--- config.mk ---
export PLATFORM = sky130hd
export DESIGN_NAME = load_store_unit
export DESIGN_NICKNAME = d
export VERILOG_FILES = /design/src/rtl/load_store_unit_pkg.sv /design/src/rtl/load_store_unit_align.sv /design/src/rtl/load_store_unit.sv
export SDC_FILE = /design/constraint.sdc
export NUM_CORES = 1
export LEC_CHECK = 0
export BUFFER_PORTS_ARGS = -buffer_cell sky130_fd_sc_hd__buf_2
export CORE_MARGIN = 2
export CORE_UTILIZATION = 41
export DETAILED_ROUTE_END_ITERATION = 6
export GPL_TIMING_DRIVEN = 0
export SLEW_MARGIN = 20
export SYNTH_ARGS = -nofsm -noshare
export SYNTH_HDL_FRONTEND = slang
export SYNTH_HIERARCHICAL = 1
export SYNTH_SLANG_ARGS = --single-unit
export TNS_END_PERCENT = 10
--- constraint.sdc ---
create_clock -name Clk -period 6.97 [get_ports Clk]
set_input_delay 1.394 -clock Clk [delete_from_list [all_inputs] [get_ports Clk]]
set_output_delay 1.394 -clock Clk [all_outputs]
set_load 0.05 [all_outputs]
--- src/rtl/load_store_unit_pkg.sv ---
// Opcode, state and access-size definitions shared by the load/store unit and its lane aligner.
package load_store_unit_pkg;

    localparam logic [3:0] OP_LB  = 4'b0000;
    localparam logic [3:0] OP_LH  = 4'b0001;
    localparam logic [3:0] OP_LW  = 4'b0011;
    localparam logic [3:0] OP_LBU = 4'b0100;
    localparam logic [3:0] OP_LHU = 4'b0101;
    localparam logic [3:0] OP_SB  = 4'b1000;
    localparam logic [3:0] OP_SH  = 4'b1001;
    localparam logic [3:0] OP_SW  = 4'b1011;

    typedef enum logic [2:0] {
        ST_IDLE,
        ST_RD_ISSUE,
        ST_RD_WAIT,
        ST_WRITE,
        ST_RESP
    } lsu_state_t;

    typedef enum logic [1:0] {
        SZ_BYTE,
        SZ_HALF,
        SZ_WORD,
        SZ_NONE
    } lsu_size_t;

    function automatic lsu_size_t op_size(input logic [3:0] op);
        op_size = SZ_NONE;
        case (op)
            OP_LB, OP_LBU, OP_SB: op_size = SZ_BYTE;
            OP_LH, OP_LHU, OP_SH: op_size = SZ_HALF;
            OP_LW, OP_SW:         op_size = SZ_WORD;
            default:              op_size = SZ_NONE;
        endcase
    endfunction

    // Only meaningful for opcodes that op_size() recognises.
    function automatic logic op_is_store(input logic [3:0] op);
        return op[3];
    endfunction

    function automatic logic op_is_unsigned(input logic [3:0] op);
        return op[2];
    endfunction

    function automatic logic req_is_bad(input logic [3:0] op, input logic [1:0] addr_lo);
        req_is_bad = 1'b0;
        case (op_size(op))
            SZ_NONE: req_is_bad = 1'b1;
            SZ_HALF: req_is_bad = addr_lo[0];
            SZ_WORD: req_is_bad = |addr_lo;
            default: req_is_bad = 1'b0;
        endcase
    endfunction

endpackage

--- src/rtl/load_store_unit_align.sv ---
// Big-endian byte-lane extraction with sign/zero extension, and sub-word store merge.
// Purely combinational; the caller registers the results.
module ls_align
    import load_store_unit_pkg::*;
(
    input  logic [3:0]  op,
    input  logic [1:0]  addr_lo,
    input  logic [31:0] word,
    input  logic [31:0] wdata,
    output logic [31:0] load_data,
    output logic [31:0] store_word
);

    logic [7:0]  byte_sel;
    logic [15:0] half_sel;
    logic        sgn;

    always_comb begin
        byte_sel   = 8'h00;
        half_sel   = addr_lo[1] ? word[15:0] : word[31:16];
        sgn        = 1'b0;
        load_data  = word;
        store_word = word;

        // Offset 0 is the most significant byte.
        case (addr_lo)
            2'd0:    byte_sel = word[31:24];
            2'd1:    byte_sel = word[23:16];
            2'd2:    byte_sel = word[15:8];
            default: byte_sel = word[7:0];
        endcase

        case (op_size(op))
            SZ_BYTE: begin
                sgn       = ~op_is_unsigned(op) & byte_sel[7];
                load_data = {{24{sgn}}, byte_sel};
                case (addr_lo)
                    2'd0:    store_word[31:24] = wdata[7:0];
                    2'd1:    store_word[23:16] = wdata[7:0];
                    2'd2:    store_word[15:8]  = wdata[7:0];
                    default: store_word[7:0]   = wdata[7:0];
                endcase
            end
            SZ_HALF: begin
                sgn       = ~op_is_unsigned(op) & half_sel[15];
                load_data = {{16{sgn}}, half_sel};
                if (addr_lo[1]) begin
                    store_word[15:0] = wdata[15:0];
                end else begin
                    store_word[31:16] = wdata[15:0];
                end
            end
            SZ_WORD: begin
                store_word = wdata;
            end
            default: begin
                load_data = 32'h0;
            end
        endcase
    end

endmodule

--- src/rtl/load_store_unit.sv ---
// MIPS byte-addressed loads/stores onto a word-only memory; sub-word stores use read-modify-write.
// Latency: error 1, SW 2, loads 2+RD_LAT, SB/SH 3+RD_LAT cycles; one request in flight, req_ready only in IDLE.
module load_store_unit
    import load_store_unit_pkg::*;
#(
    parameter int ADDR_W = 10,
    parameter int RD_LAT = 1
) (
    input  logic              Clk,
    input  logic              Rst,
    input  logic              req_valid,
    output logic              req_ready,
    input  logic [3:0]        req_op,
    input  logic [31:0]       req_addr,
    input  logic [31:0]       req_wdata,
    output logic              resp_valid,
    output logic [31:0]       resp_rdata,
    output logic              resp_err,
    output logic [ADDR_W-1:0] mem_addr,
    output logic              mem_wr_rd,
    output logic [31:0]       mem_din,
    input  logic [31:0]       mem_dout
);

    lsu_state_t        state_q, state_d;
    logic [3:0]        op_q, op_d;
    logic [1:0]        addr_lo_q, addr_lo_d;
    logic [31:0]       wdata_q, wdata_d;
    logic [1:0]        wait_cnt_q, wait_cnt_d;
    logic              req_ready_q, req_ready_d;
    logic              resp_valid_q, resp_valid_d;
    logic [31:0]       resp_rdata_q, resp_rdata_d;
    logic              resp_err_q, resp_err_d;
    logic [ADDR_W-1:0] mem_addr_q, mem_addr_d;
    logic              mem_wr_rd_q, mem_wr_rd_d;
    logic [31:0]       mem_din_q, mem_din_d;

    logic [31:0]       load_data;
    logic [31:0]       store_word;
    logic              capture;
    logic              unused_addr_hi;

    // Byte addresses wrap modulo the memory size.
    assign unused_addr_hi = ^req_addr[31:ADDR_W+2];

    ls_align u_align (
        .op         (op_q),
        .addr_lo    (addr_lo_q),
        .word       (mem_dout),
        .wdata      (wdata_q),
        .load_data  (load_data),
        .store_word (store_word)
    );

    always_comb begin
        state_d      = state_q;
        op_d         = op_q;
        addr_lo_d    = addr_lo_q;
        wdata_d      = wdata_q;
        wait_cnt_d   = wait_cnt_q;
        req_ready_d  = 1'b0;
        resp_valid_d = 1'b0;
        resp_rdata_d = 32'h0;
        resp_err_d   = 1'b0;
        mem_addr_d   = mem_addr_q;
        mem_wr_rd_d  = 1'b0;
        mem_din_d    = mem_din_q;
        capture      = 1'b0;

        case (state_q)
            ST_IDLE: begin
                req_ready_d = 1'b1;
                if (req_valid && req_ready_q) begin
                    req_ready_d = 1'b0;
                    op_d        = req_op;
                    addr_lo_d   = req_addr[1:0];
                    wdata_d     = req_wdata;
                    mem_addr_d  = req_addr[ADDR_W+1:2];
                    if (req_is_bad(req_op, req_addr[1:0])) begin
                        state_d      = ST_RESP;
                        resp_valid_d = 1'b1;
                        resp_err_d   = 1'b1;
                    end else if (req_op == OP_SW) begin
                        state_d     = ST_WRITE;
                        mem_wr_rd_d = 1'b1;
                        mem_din_d   = req_wdata;
                    end else begin
                        state_d = ST_RD_ISSUE;
                    end
                end
            end
            ST_RD_ISSUE: begin
                if (RD_LAT == 0) begin
                    capture = 1'b1;
                end else begin
                    state_d    = ST_RD_WAIT;
                    wait_cnt_d = 2'(RD_LAT - 1);
                end
            end
            ST_RD_WAIT: begin
                if (wait_cnt_q == 2'd0) begin
                    capture = 1'b1;
                end else begin
                    wait_cnt_d = wait_cnt_q - 2'd1;
                end
            end
            ST_WRITE: begin
                state_d      = ST_RESP;
                resp_valid_d = 1'b1;
            end
            ST_RESP: begin
                state_d     = ST_IDLE;
                req_ready_d = 1'b1;
            end
            default: begin
                state_d     = ST_IDLE;
                req_ready_d = 1'b1;
            end
        endcase

        // mem_dout is valid on this edge: either finish the load or launch the merged write.
        if (capture) begin
            if (op_is_store(op_q)) begin
                state_d     = ST_WRITE;
                mem_wr_rd_d = 1'b1;
                mem_din_d   = store_word;
            end else begin
                state_d      = ST_RESP;
                resp_valid_d = 1'b1;
                resp_rdata_d = load_data;
            end
        end
    end

    always_ff @(posedge Clk or posedge Rst) begin
        if (Rst) begin
            state_q      <= ST_IDLE;
            op_q         <= 4'h0;
            addr_lo_q    <= 2'd0;
            wdata_q      <= 32'h0;
            wait_cnt_q   <= 2'd0;
            req_ready_q  <= 1'b1;
            resp_valid_q <= 1'b0;
            resp_rdata_q <= 32'h0;
            resp_err_q   <= 1'b0;
            mem_addr_q   <= '0;
            mem_wr_rd_q  <= 1'b0;
            mem_din_q    <= 32'h0;
        end else begin
            state_q      <= state_d;
            op_q         <= op_d;
            addr_lo_q    <= addr_lo_d;
            wdata_q      <= wdata_d;
            wait_cnt_q   <= wait_cnt_d;
            req_ready_q  <= req_ready_d;
            resp_valid_q <= resp_valid_d;
            resp_rdata_q <= resp_rdata_d;
            resp_err_q   <= resp_err_d;
            mem_addr_q   <= mem_addr_d;
            mem_wr_rd_q  <= mem_wr_rd_d;
            mem_din_q    <= mem_din_d;
        end
    end

    assign req_ready  = req_ready_q;
    assign resp_valid = resp_valid_q;
    assign resp_rdata = resp_rdata_q;
    assign resp_err   = resp_err_q;
    assign mem_addr   = mem_addr_q;
    assign mem_wr_rd  = mem_wr_rd_q;
    assign mem_din    = mem_din_q;

endmodule
==> impl_metrics.ini <==
[layout]
area_growth_syn_to_layout_pct = 26.15
fin_cells = 1017
fin_util_pct = 52.70
multiInputGateArea_um2 = 3229
fillers = 1437
final-seq-area_um2 = 3029
layout-drive-gt1-share_pct = 38.70
final_cell_area_um2 = 8341
antenna_cells = 0
fin_nets = 896

[logic_synthesis]
ys_ff_latch = 121
syn-num-nets = 716
yosys.area.top_type = dfrtp_1
ys.flop_type = dfrtp_1
async_flop_share_pct = 100.0
yosysWarnings = 6
yosys.cell_types.count = 59
synth_edf_count = 0
netlist_area_um2 = 6611
ys_seq_area_share_pct = 45.82
yosysTopAreaCellShare_pct = 45.42
synth_commonest_cells = 120 x dfrtp_1, 60 x mux2_2, 43 x a221o_1, 41 x and3_1, 35 x nor2_1
yosys.cell_count.top_type = dfrtp_1
synth_area_leaders = dfrtp_1 45%, mux2_2 10%, a221o_1 6.5%
postSynthCellCount = 609
synth_area_per_cell_um2 = 10.86

[critical_path]
cp.required_ns = 7.27
slowest_stage = ha_1
startpoint_type = flip-flop
critPathKind = reg2reg
cp.arrival_ns = 3.59
cp-end-kind = flip-flop
cp_max_fo = 10
path_cells = buf_2, clkinv_1, ha_1, nor2b_2, buf_6, o21a_1, buf_6, a2111o_1, a221o_1, and3_1, a221o_1
cpPeakStageDelay_ns = 0.45

[clock_tree]
insertion_delay_ns = 0.42
clock_tree.root_cell = clkbuf_16
ctsHoldBuffers = 0
cts_buffers = 17
htreeDepth = 4
clockBufferDepth = 2
cts_tree = yes
cts_num_sinks = 121
cts_resized = 0
clk_pin_slew_ns = 0.06
postCtsSetupBuffers = 0

[timing]
setup_viol = 0
hold_violations = 0
max_freq_mhz = 303.8
clock_skew_ns = 0.008809
worst_slack_ns = 3.679
min_period_over_period_pct = 47.22
slew_violations = 0
finalCriticalPeriod_ns = 3.291
setup_tns_ns = 0
slew_headroom_pct = 45.85
grt_setup_unrepaired = no
worstMarginPinSlew_ns = 0.8106
timing.hold.ws_ns = 0.5059

[job]
cap_violations = 0

[global_route]
grt_util_met2_pct = 41.45
grt_max_degree = 67
grt.overflow.total = 0
top_usage_layer = met2
grt_pass1_vias = 5771
antenna_found_initial = 0
met1_usage_pct = 36.44
grt_use_total_pct = 26.40
grt_pass1_wl_um = 33700
use_met3_pct = 4.764

[pwr]
p_comb_share_pct = 53.7
p_sw_mw = 2.055
internal-power_mw = 2.536
leakagePower_nw = 4.159
pwr-share-clk_pct = 20.4
switching_share_pct = 44.77
p_total_mw = 4.591
peakVddDrop_mv = 0.2745
power_density_nw_per_um2 = 550.4
pwr-share-seq_pct = 25.9

[placement]
place.port_buffers = 160
dp.cells = 986
dp_hpwl_um = 16760
preCtsSetupSlack_ns = 3.635
gp_congestion = 0.9018
post_dp_cell_area_um2 = 7715

[route]
dr.pass1.iters = 5
antenna_left = 0
wl_per_cell_um = 21.51
drcViolationCount = 0
drt_iter0_markers = 468
vias_per_cell = 5.758
num_vias = 5856
wirelength_um = 21880

[die]
die_area_um2 = 17160
die_y_um = 131.0
pin_count = 181
rows = 46
fp.dieW_um = 131.0
start_util_pct = 41.77
core_area_um2 = 15830

[min_path]
worstHoldPathType = reg2reg

[status]
outcome = finished clean
registers in the layout, summed over array words and instances (netlist names):
signal	count
mem_din	32
resp_rdata	32
wdata_q	32
mem_addr	10
op_q	4
state_q	3
addr_lo_q	2
wait_cnt_q	2
mem_wr_rd	1
req_ready	1
resp_err	1
resp_valid	1
layer usage:
layer / vias up / wire length, um
met2: 258 / 10060
met3: 42 / 1274
met4: 0 / 636
met5: - / 0
li1: 2659 / -
met1: 2897 / 9906
final timing paths:
path | cells past startpoint | end | from | slack (ns)
worst max register to register | 11 | mem_din[8]$_DFF_PP0_ | op_q[1]$_DFFE_PP0P_ | 3.68
min in group asynchronous | 2 | mem_wr_rd$_DFF_PP0_ | Rst | 1.01
max in group asynchronous | 3 | req_ready$_DFF_PP1_ | Rst | 5.23
worst max-delay path | 11 | mem_din[8]$_DFF_PP0_ | op_q[1]$_DFFE_PP0P_ | 3.68
worst min-delay path | 1 | mem_addr[6]$_DFFE_PP0P_ | mem_addr[6]$_DFFE_PP0P_ | 0.51
worst min register to register | 1 | mem_addr[6]$_DFFE_PP0P_ | mem_addr[6]$_DFFE_PP0P_ | 0.51
critical path: cells and delay by family, from the launching register on:
family,cells,cell delay [ns]
fa+ha+maj,1,0.45
buf+inv,4,0.79
simple gates,2,0.36
compound gates,4,1.22
flops,1,0.34
logic make-up (layout without fill, tap and decap cells):
kind of cell / after synthesis / count (layout) / share of synthesized area [%]
AND/OR/NAND/NOR: 172 / 172 / 14.14
AO/OA/AOI/OAI: 167 / 167 / 19.64
flip-flops: 121 / 121 / 45.82
buffers and inverters: 68 / 260 / 5.337
multiplexers: 77 / 77 / 14.31
adder cells (fa/ha/maj): 4 / 4 / 0.7570
cell usage in the layout, fill, tap and decap left out, types with 3 or more instances in the layout:
master       n
nand3_1     26
nor2_1      35
a21o_1      20
o221ai_1     3
and2_1      22
clkbuf_16   17
clkinv_2     4
mux4_2       8
nor2b_1      3
a21oi_1      5
o21ai_1      4
a31oi_1     25
ha_1         4
buf_4        8
bufinv_16    4
mux2i_1      9
o21ai_0     32
a211o_1      5
a22o_1       3
a221o_1     43
o211ai_1     5
buf_6        6
nand2_1     24
clkbuf_1    14
dfrtp_1    120
inv_1       18
buf_2      178
a211oi_1     5
and3_1      41
mux2_2      60
nor3_1       6
power by group through the flow:
stage	Clock [mW]	Combinational (mW)	Sequential, mW
after global routing	0.983	2.63	1.22
after CTS	0.947	2.45	1.19
after global placement	0	2.41	1.19
final	0.937	2.46	1.19
after floorplan	0	1.38	1.61
after detailed placement	0	2.44	1.19
area by class of cell:
type                       count  share of cell area [%]
multi-input combinational    420                   38.72
clock buffer                  19                   5.431
clock inverter                12                   2.070
timing repair buffer         161                   9.931
buffer                        48                   3.330
tap                          216                   3.240
inverter                      20                  0.9601
sequential                   121                   36.32
Note: power is estimated with default switching activity, not from simulation.
